==> config.mk <==
export PLATFORM = sky130hd
export DESIGN_NAME = crd_hold
export DESIGN_NICKNAME = d
export VERILOG_FILES = /design/src/rtl/sparse_tok_pkg.sv /design/src/rtl/tok_fifo.sv /design/src/rtl/crd_hold.sv
export SDC_FILE = /design/constraint.sdc
export NUM_CORES = 1
export LEC_CHECK = 0
export CAP_MARGIN = 20
export CELL_PAD_IN_SITES_DETAIL_PLACEMENT = 1
export CELL_PAD_IN_SITES_GLOBAL_PLACEMENT = 1
export CORE_AREA = 2 2 97 99
export DETAILED_ROUTE_END_ITERATION = 8
export DIE_AREA = 0 0 99 101
export GPL_ROUTABILITY_DRIVEN = 1
export PLACE_DENSITY = 0.87
export SKIP_LAST_GASP = 1
export SYNTH_ARGS = -nofsm -noshare
export SYNTH_HDL_FRONTEND = slang
export SYNTH_SLANG_ARGS = --single-unit
==> constraint.sdc <==
create_clock -name clk -period 2.97 [get_ports clk]
set_clock_uncertainty 0.05 [all_clocks]
set_input_delay 0.594 -clock clk [delete_from_list [all_inputs] [get_ports clk]]
set_output_delay 0.594 -clock clk [all_outputs]
set_load 0.02 [all_outputs]
==> src/rtl/sparse_tok_pkg.sv <==
// Token layout shared by the sparse-stream primitives: field positions,
// well-known control tokens and small classification helpers.
package sparse_tok_pkg;

    localparam int TOK_W    = 17;
    localparam int CTRL_BIT = 16;
    localparam int TYPE_HI  = 9;
    localparam int TYPE_LO  = 8;
    localparam int LVL_HI   = 7;
    localparam int LVL_LO   = 0;
    localparam int LVL_W    = LVL_HI - LVL_LO + 1;

    localparam logic [1:0] TYPE_STOP = 2'b00;
    localparam logic [1:0] TYPE_DONE = 2'b01;

    localparam logic [TOK_W-1:0] TOK_DONE = 17'h10100;
    localparam logic [TOK_W-1:0] TOK_S0   = 17'h10000;

    typedef enum logic [1:0] {
        ST_RUN  = 2'd0,
        ST_DROP = 2'd1,
        ST_DONE = 2'd2,
        ST_ERR  = 2'd3
    } hold_state_e;

    // Helpers take the control bit and the low field bits separately so they
    // work for any payload width that keeps the type/level fields in place.
    function automatic logic is_stop(input logic ctrl, input logic [TYPE_HI:0] low);
        return ctrl && (low[TYPE_HI:TYPE_LO] == TYPE_STOP);
    endfunction

    function automatic logic is_done(input logic ctrl, input logic [TYPE_HI:0] low);
        return ctrl && (low[TYPE_HI:TYPE_LO] == TYPE_DONE);
    endfunction

    function automatic logic [LVL_W-1:0] stop_lvl(input logic [TYPE_HI:0] low);
        return low[LVL_HI:LVL_LO];
    endfunction

endpackage

==> src/rtl/tok_fifo.sv <==
// Small synchronous ready/valid FIFO; push and pop may coincide even when full.
module tok_fifo #(
    parameter int W     = 17,
    parameter int DEPTH = 2
) (
    input  logic         clk_i,
    input  logic         rst_i,
    input  logic         clr_i,
    input  logic         push_i,
    input  logic [W-1:0] data_i,
    input  logic         pop_i,
    output logic [W-1:0] data_o,
    output logic         full_o,
    output logic         empty_o
);

    localparam int AW = (DEPTH > 1) ? $clog2(DEPTH) : 1;
    localparam int CW = $clog2(DEPTH + 1);

    logic [W-1:0]  mem_q [DEPTH];
    logic [AW-1:0] wr_q, wr_d, rd_q, rd_d;
    logic [CW-1:0] cnt_q, cnt_d;
    logic          do_push, do_pop;

    function automatic logic [AW-1:0] next_ptr(input logic [AW-1:0] p);
        if (p == AW'(DEPTH - 1)) begin
            return '0;
        end
        return p + AW'(1);
    endfunction

    assign full_o  = (cnt_q == CW'(DEPTH));
    assign empty_o = (cnt_q == '0);
    assign do_pop  = pop_i & ~empty_o;
    assign do_push = push_i & (~full_o | do_pop);
    assign data_o  = mem_q[rd_q];

    always_comb begin
        wr_d  = do_push ? next_ptr(wr_q) : wr_q;
        rd_d  = do_pop ? next_ptr(rd_q) : rd_q;
        cnt_d = cnt_q;
        if (do_push && !do_pop) begin
            cnt_d = cnt_q + CW'(1);
        end else if (do_pop && !do_push) begin
            cnt_d = cnt_q - CW'(1);
        end
    end

    always_ff @(posedge clk_i or posedge rst_i) begin
        if (rst_i) begin
            wr_q  <= '0;
            rd_q  <= '0;
            cnt_q <= '0;
        end else if (clr_i) begin
            wr_q  <= '0;
            rd_q  <= '0;
            cnt_q <= '0;
        end else begin
            wr_q  <= wr_d;
            rd_q  <= rd_d;
            cnt_q <= cnt_d;
        end
    end

    // Storage carries data only; validity is tracked by the count above.
    always_ff @(posedge clk_i) begin
        if (do_push) begin
            mem_q[wr_q] <= data_i;
        end
    end

endmodule

==> src/rtl/crd_hold.sv <==
// Coordinate hold: passes the inner stream through and repeats the current
// outer coordinate once per inner token, both outputs kept token-aligned.
module crd_hold
    import sparse_tok_pkg::*;
#(
    parameter int DATA_W     = 16,
    parameter int FIFO_DEPTH = 2
) (
    input  logic              clk,
    input  logic              rst_n,
    input  logic              clk_en,
    input  logic              tile_en,
    input  logic              flush,
    input  logic              cmrg_enable,
    input  logic [15:0]       cmrg_stop_lvl,
    input  logic [DATA_W:0]   cmrg_coord_in_0,
    input  logic              cmrg_coord_in_0_valid,
    output logic              cmrg_coord_in_0_ready,
    input  logic [DATA_W:0]   cmrg_coord_in_1,
    input  logic              cmrg_coord_in_1_valid,
    output logic              cmrg_coord_in_1_ready,
    output logic [DATA_W:0]   cmrg_coord_out_0,
    output logic              cmrg_coord_out_0_valid,
    input  logic              cmrg_coord_out_0_ready,
    output logic [DATA_W:0]   cmrg_coord_out_1,
    output logic              cmrg_coord_out_1_valid,
    input  logic              cmrg_coord_out_1_ready
);

    localparam int TW = DATA_W + 1;

    logic unused_cfg;
    assign unused_cfg = ^{cmrg_enable, cmrg_stop_lvl};

    hold_state_e      state_q, state_d;
    logic             act;
    logic             full0, full1, empty0, empty1;
    logic             push, pop0, pop1;
    logic [TW-1:0]    wr1_data;
    logic             in0_data, in0_stop, in0_done;
    logic             in1_data, in1_done;
    logic [LVL_W-1:0] in0_lvl;
    logic             malformed;

    // Reset is folded in so no upstream handshake is offered while held.
    assign act = tile_en & clk_en & ~flush & ~rst_n;

    assign in0_data = ~cmrg_coord_in_0[DATA_W];
    assign in0_stop = is_stop(cmrg_coord_in_0[DATA_W], cmrg_coord_in_0[TYPE_HI:0]);
    assign in0_done = is_done(cmrg_coord_in_0[DATA_W], cmrg_coord_in_0[TYPE_HI:0]);
    assign in0_lvl  = stop_lvl(cmrg_coord_in_0[TYPE_HI:0]);
    assign in1_data = ~cmrg_coord_in_1[DATA_W];
    assign in1_done = is_done(cmrg_coord_in_1[DATA_W], cmrg_coord_in_1[TYPE_HI:0]);

    always_comb begin
        malformed = 1'b0;
        if (!in1_data && !in1_done) begin
            malformed = 1'b1;
        end else if (in0_data || in0_stop) begin
            malformed = in1_done;
        end else if (in0_done) begin
            malformed = ~in1_done;
        end else begin
            malformed = 1'b1;
        end
    end

    always_comb begin
        state_d  = state_q;
        push     = 1'b0;
        pop0     = 1'b0;
        pop1     = 1'b0;
        wr1_data = cmrg_coord_in_0;
        case (state_q)
            ST_RUN: begin
                if (act && cmrg_coord_in_0_valid && cmrg_coord_in_1_valid) begin
                    if (malformed) begin
                        state_d = ST_ERR;
                    end else if (!full0 && !full1) begin
                        push = 1'b1;
                        pop0 = 1'b1;
                        if (in0_data) begin
                            wr1_data = cmrg_coord_in_1;
                        end else begin
                            pop1 = 1'b1;
                            if (in0_done) begin
                                state_d = ST_DONE;
                            end else if (in0_lvl != '0) begin
                                state_d = ST_DROP;
                            end
                        end
                    end
                end
            end
            ST_DROP: begin
                if (act && cmrg_coord_in_1_valid) begin
                    pop1    = 1'b1;
                    state_d = ST_RUN;
                end
            end
            ST_DONE: begin
                if (act && empty0 && empty1) begin
                    state_d = ST_RUN;
                end
            end
            ST_ERR: begin
                state_d = ST_ERR;
            end
            default: begin
                state_d = ST_RUN;
            end
        endcase
    end

    always_ff @(posedge clk or posedge rst_n) begin
        if (rst_n) begin
            state_q <= ST_RUN;
        end else if (flush) begin
            state_q <= ST_RUN;
        end else if (clk_en) begin
            state_q <= state_d;
        end
    end

    assign cmrg_coord_in_0_ready  = pop0;
    assign cmrg_coord_in_1_ready  = pop1;
    assign cmrg_coord_out_0_valid = act & ~empty0;
    assign cmrg_coord_out_1_valid = act & ~empty1;

    tok_fifo #(.W(TW), .DEPTH(FIFO_DEPTH)) u_fifo0 (
        .clk_i   (clk),
        .rst_i   (rst_n),
        .clr_i   (flush),
        .push_i  (push),
        .data_i  (cmrg_coord_in_0),
        .pop_i   (cmrg_coord_out_0_valid & cmrg_coord_out_0_ready),
        .data_o  (cmrg_coord_out_0),
        .full_o  (full0),
        .empty_o (empty0)
    );

    tok_fifo #(.W(TW), .DEPTH(FIFO_DEPTH)) u_fifo1 (
        .clk_i   (clk),
        .rst_i   (rst_n),
        .clr_i   (flush),
        .push_i  (push),
        .data_i  (wr1_data),
        .pop_i   (cmrg_coord_out_1_valid & cmrg_coord_out_1_ready),
        .data_o  (cmrg_coord_out_1),
        .full_o  (full1),
        .empty_o (empty1)
    );

endmodule

==> flow_metrics.py <==
metrics = {
    "routing": {
        "via_count": 2174,
        "ant_nets": 0,
        "drtIter0Drc": 74,
        "finalWirelength_mm": 8.277,
        "wl_per_cell_um": 19.25,
        "routed_via_density": 5.056,
        "first_pass_iters": 4,
        "drc": 0,
    },
    "die": {
        "die_h_um": 101,
        "io-pin-count": 98,
        "start_util": 0.3817,
        "rows": 35,
        "die_w_um": 99,
        "coreArea_sq_um": 8977,
        "die_area_sq_um": 9999,
    },
    "timing": {
        "tns_ns": 0,
        "relSlewSlack": 0.7076,
        "min_period_ns": 2.867,
        "slew_viol_final": 0,
        "rsz0062_at_grt": "no",
        "fin_crit_sh": 0.9652,
        "max_slew.worst_pin.slew_ns": 0.4381,
        "setup_violations": 0,
        "clock.fmax_ghz": 0.3488,
        "fin_ws_ns": 0.1034,
        "hold_viol": 0,
    },
    "synth": {
        "synth_edf_count": 68,
        "async_reset_ff_frac": 0.1282,
        "synth_area_leader_cell": "edfxtp_1",
        "syn_area_per_cell_sq_um": 16.40,
        "syn_nets": 269,
        "ys_top_cells_by_area": "edfxtp_1 (60%), mux2_2 (14%), dfrtp_1 (7.3%), mux2_4 (4.4%), nor2_1 (1.6%)",
        "syn_area_sq_um": 3427,
        "synth_top_area_share": 0.5958,
        "synth.distinct_cells": 40,
        "yosysWarnings": 0,
        "yosysSeqAreaShare": 0.6689,
        "syn_inst": 209,
        "synth-main-ff-cell": "edfxtp_1",
        "yosys_register_bits": 78,
    },
    "clock_tree": {
        "post_cts_buffers": 0,
        "clk_latency_ns": 0.34,
        "ctsLongestPathBuffers": 2,
        "htreeDepth": 3,
        "clock-sinks": 78,
        "cts_tree": "yes",
        "path_clk_slew_ns": 0.08,
        "cts_buffers": 9,
        "cts_root_buf": "clkbuf_8",
        "cts_resized": 2,
        "hold_buffers": 0,
    },
    "setup_path": {
        "critPathMaxStageDelay_ns": 0.47,
        "crit_required_ns": 2.33,
        "path_max_fanout": 2,
        "arrival_ns": 2.22,
        "path_cells": "clkdlybuf4s50_1 > and3b_1 > and4b_1 > o2111a_2 > buf_4 > dlygate4sd2_1",
        "crit_path_end_kind": "output pin",
        "cp-start-kind": "primary input",
        "crit_slowest_cell": "clkdlybuf4s50_1",
        "critPathKind": "in -> out",
        "r2r_cells": 7,
    },
    "placed_design": {
        "port_buffers": 80,
        "place_congestion": 0.8203,
        "place_ws_ns": -0.2158,
        "dp.cells": 414,
        "place_hpwl_mm": 5.875,
    },
    "grt": {
        "grt_pass1_vias": 2494,
        "antenna_found_initial": 0,
        "grt_overflow": 0,
        "track_usage": 0.1763,
        "grt_first_pass_wirelength_mm": 13.09,
        "grt_max_degree": 18,
    },
    "power": {
        "power.total_w": 0.002113,
        "peakVddDrop_uv": 236.9,
        "leakage_nw": 1.702,
        "power_density_nw_per_um2": 444.3,
    },
    "job": {
        "drv_cap": 0,
    },
    "run_status": {
        "outcome": "complete, no violations",
    },
    "hold_path": {
        "hold_depth": 2,
        "hp-class": "reg -> reg",
    },
    "finish": {
        "antennaDiodeCount": 0,
        "syn2layout_area_growth_pct": 38.81,
        "final_common_cell": "clkdlybuf4s50_1",
        "stdcell_count": 430,
        "final_cell_mix": "clkdlybuf4s50_1 (76), edfxtp_1 (68), mux2_2 (43)",
        "fin_util": 0.5299,
        "drive_gt1_frac": 0.3135,
        "nets": 374,
    },
}
where the power goes:
group          total [W]  internal (W)  switching, W  leakage [nW]
logic           0.000134     0.0000833     0.0000502         0.852
clock network   0.000787      0.000390      0.000397        0.0989
registers        0.00119       0.00119    0.00000111         0.751
flip-flops by register name (all words and copies together) (netlist names), 2 cells and up:
name	count
u_fifo0.cnt_q	2
u_fifo1.cnt_q	2
state_q	2
u_fifo1.mem_q	34
u_fifo0.mem_q	34
per-stage QoR:
stage / hold WS (ns) / cell area, sq um
after floorplan: 0.3842 / 3427
after global placement: 0.4711 / 4562
after detailed placement: 0.5048 / 4562
after CTS: 0.5320 / 4756
after global routing: 0.5554 / 4757
final: 0.5280 / 4757
cell families (layout without fill, tap and decap cells):
family,after synthesis,in the layout,synth area share
mux,54,54,0.1880
flops,78,78,0.6689
buf+inv,13,123,0.01752
simple gates,44,44,0.07667
compound gates,14,14,0.03359
xor+xnor,6,6,0.01533
layer usage:
layer	wire [um]	part of all wire	track usage	vias to the layer above
li1	-	-	-	1009
met3	409	0.049	0.04161	11
met1	3336	0.40	0.2020	1093
met5	0	0	0	-
met4	121	0.015	0.05690	0
met2	4408	0.53	0.3243	61
synthesized netlist by cell type (2+ instances only):
library cell,count
a21oi_1,2
and2_1,2
and4_1,2
clkbuf_1,6
dfrtp_1,10
edfxtp_1,68
inv_1,4
mux2_2,43
mux2_4,10
nand2_1,6
nand2b_1,3
nand3_1,2
nor2_1,15
nor2b_1,2
nor3_1,3
o21ai_0,2
or4_1,2
xnor2_1,2
xor2_1,4
path summary, 6_finish.rpt:
path	from	to	slack [ns]
max	cmrg_coord_in_0[9]	cmrg_coord_in_0_ready	0.10
min	u_fifo0.rd_q	u_fifo0.rd_q	0.53
max reg2reg	state_q[1]	u_fifo0.mem_q[0][12]	0.78
min reg2reg	u_fifo0.rd_q	u_fifo0.rd_q	0.53
max in group asynchronous	rst_n	u_fifo0.wr_q	1.92
min in group asynchronous	rst_n	state_q[1]	0.64
critical path, delay by kind of cell:
family | cells | cell delay [ns]
buf+inv | 3 | 0.92
simple gates | 2 | 0.43
compound gates | 1 | 0.28
final cells by class:
| class | instances | area, sq um |
|---|---|---|
| clock inverter | 7 | 72.57 |
| multi-input combinational | 118 | 1080 |
| sequential | 78 | 2292 |
| tap | 111 | 138.9 |
| clock buffer | 9 | 123.9 |
| timing repair buffer | 103 | 1035 |
| fill | 864 | 4220 |
| inverter | 4 | 15.01 |
Power figures use the tool's default switching activity.
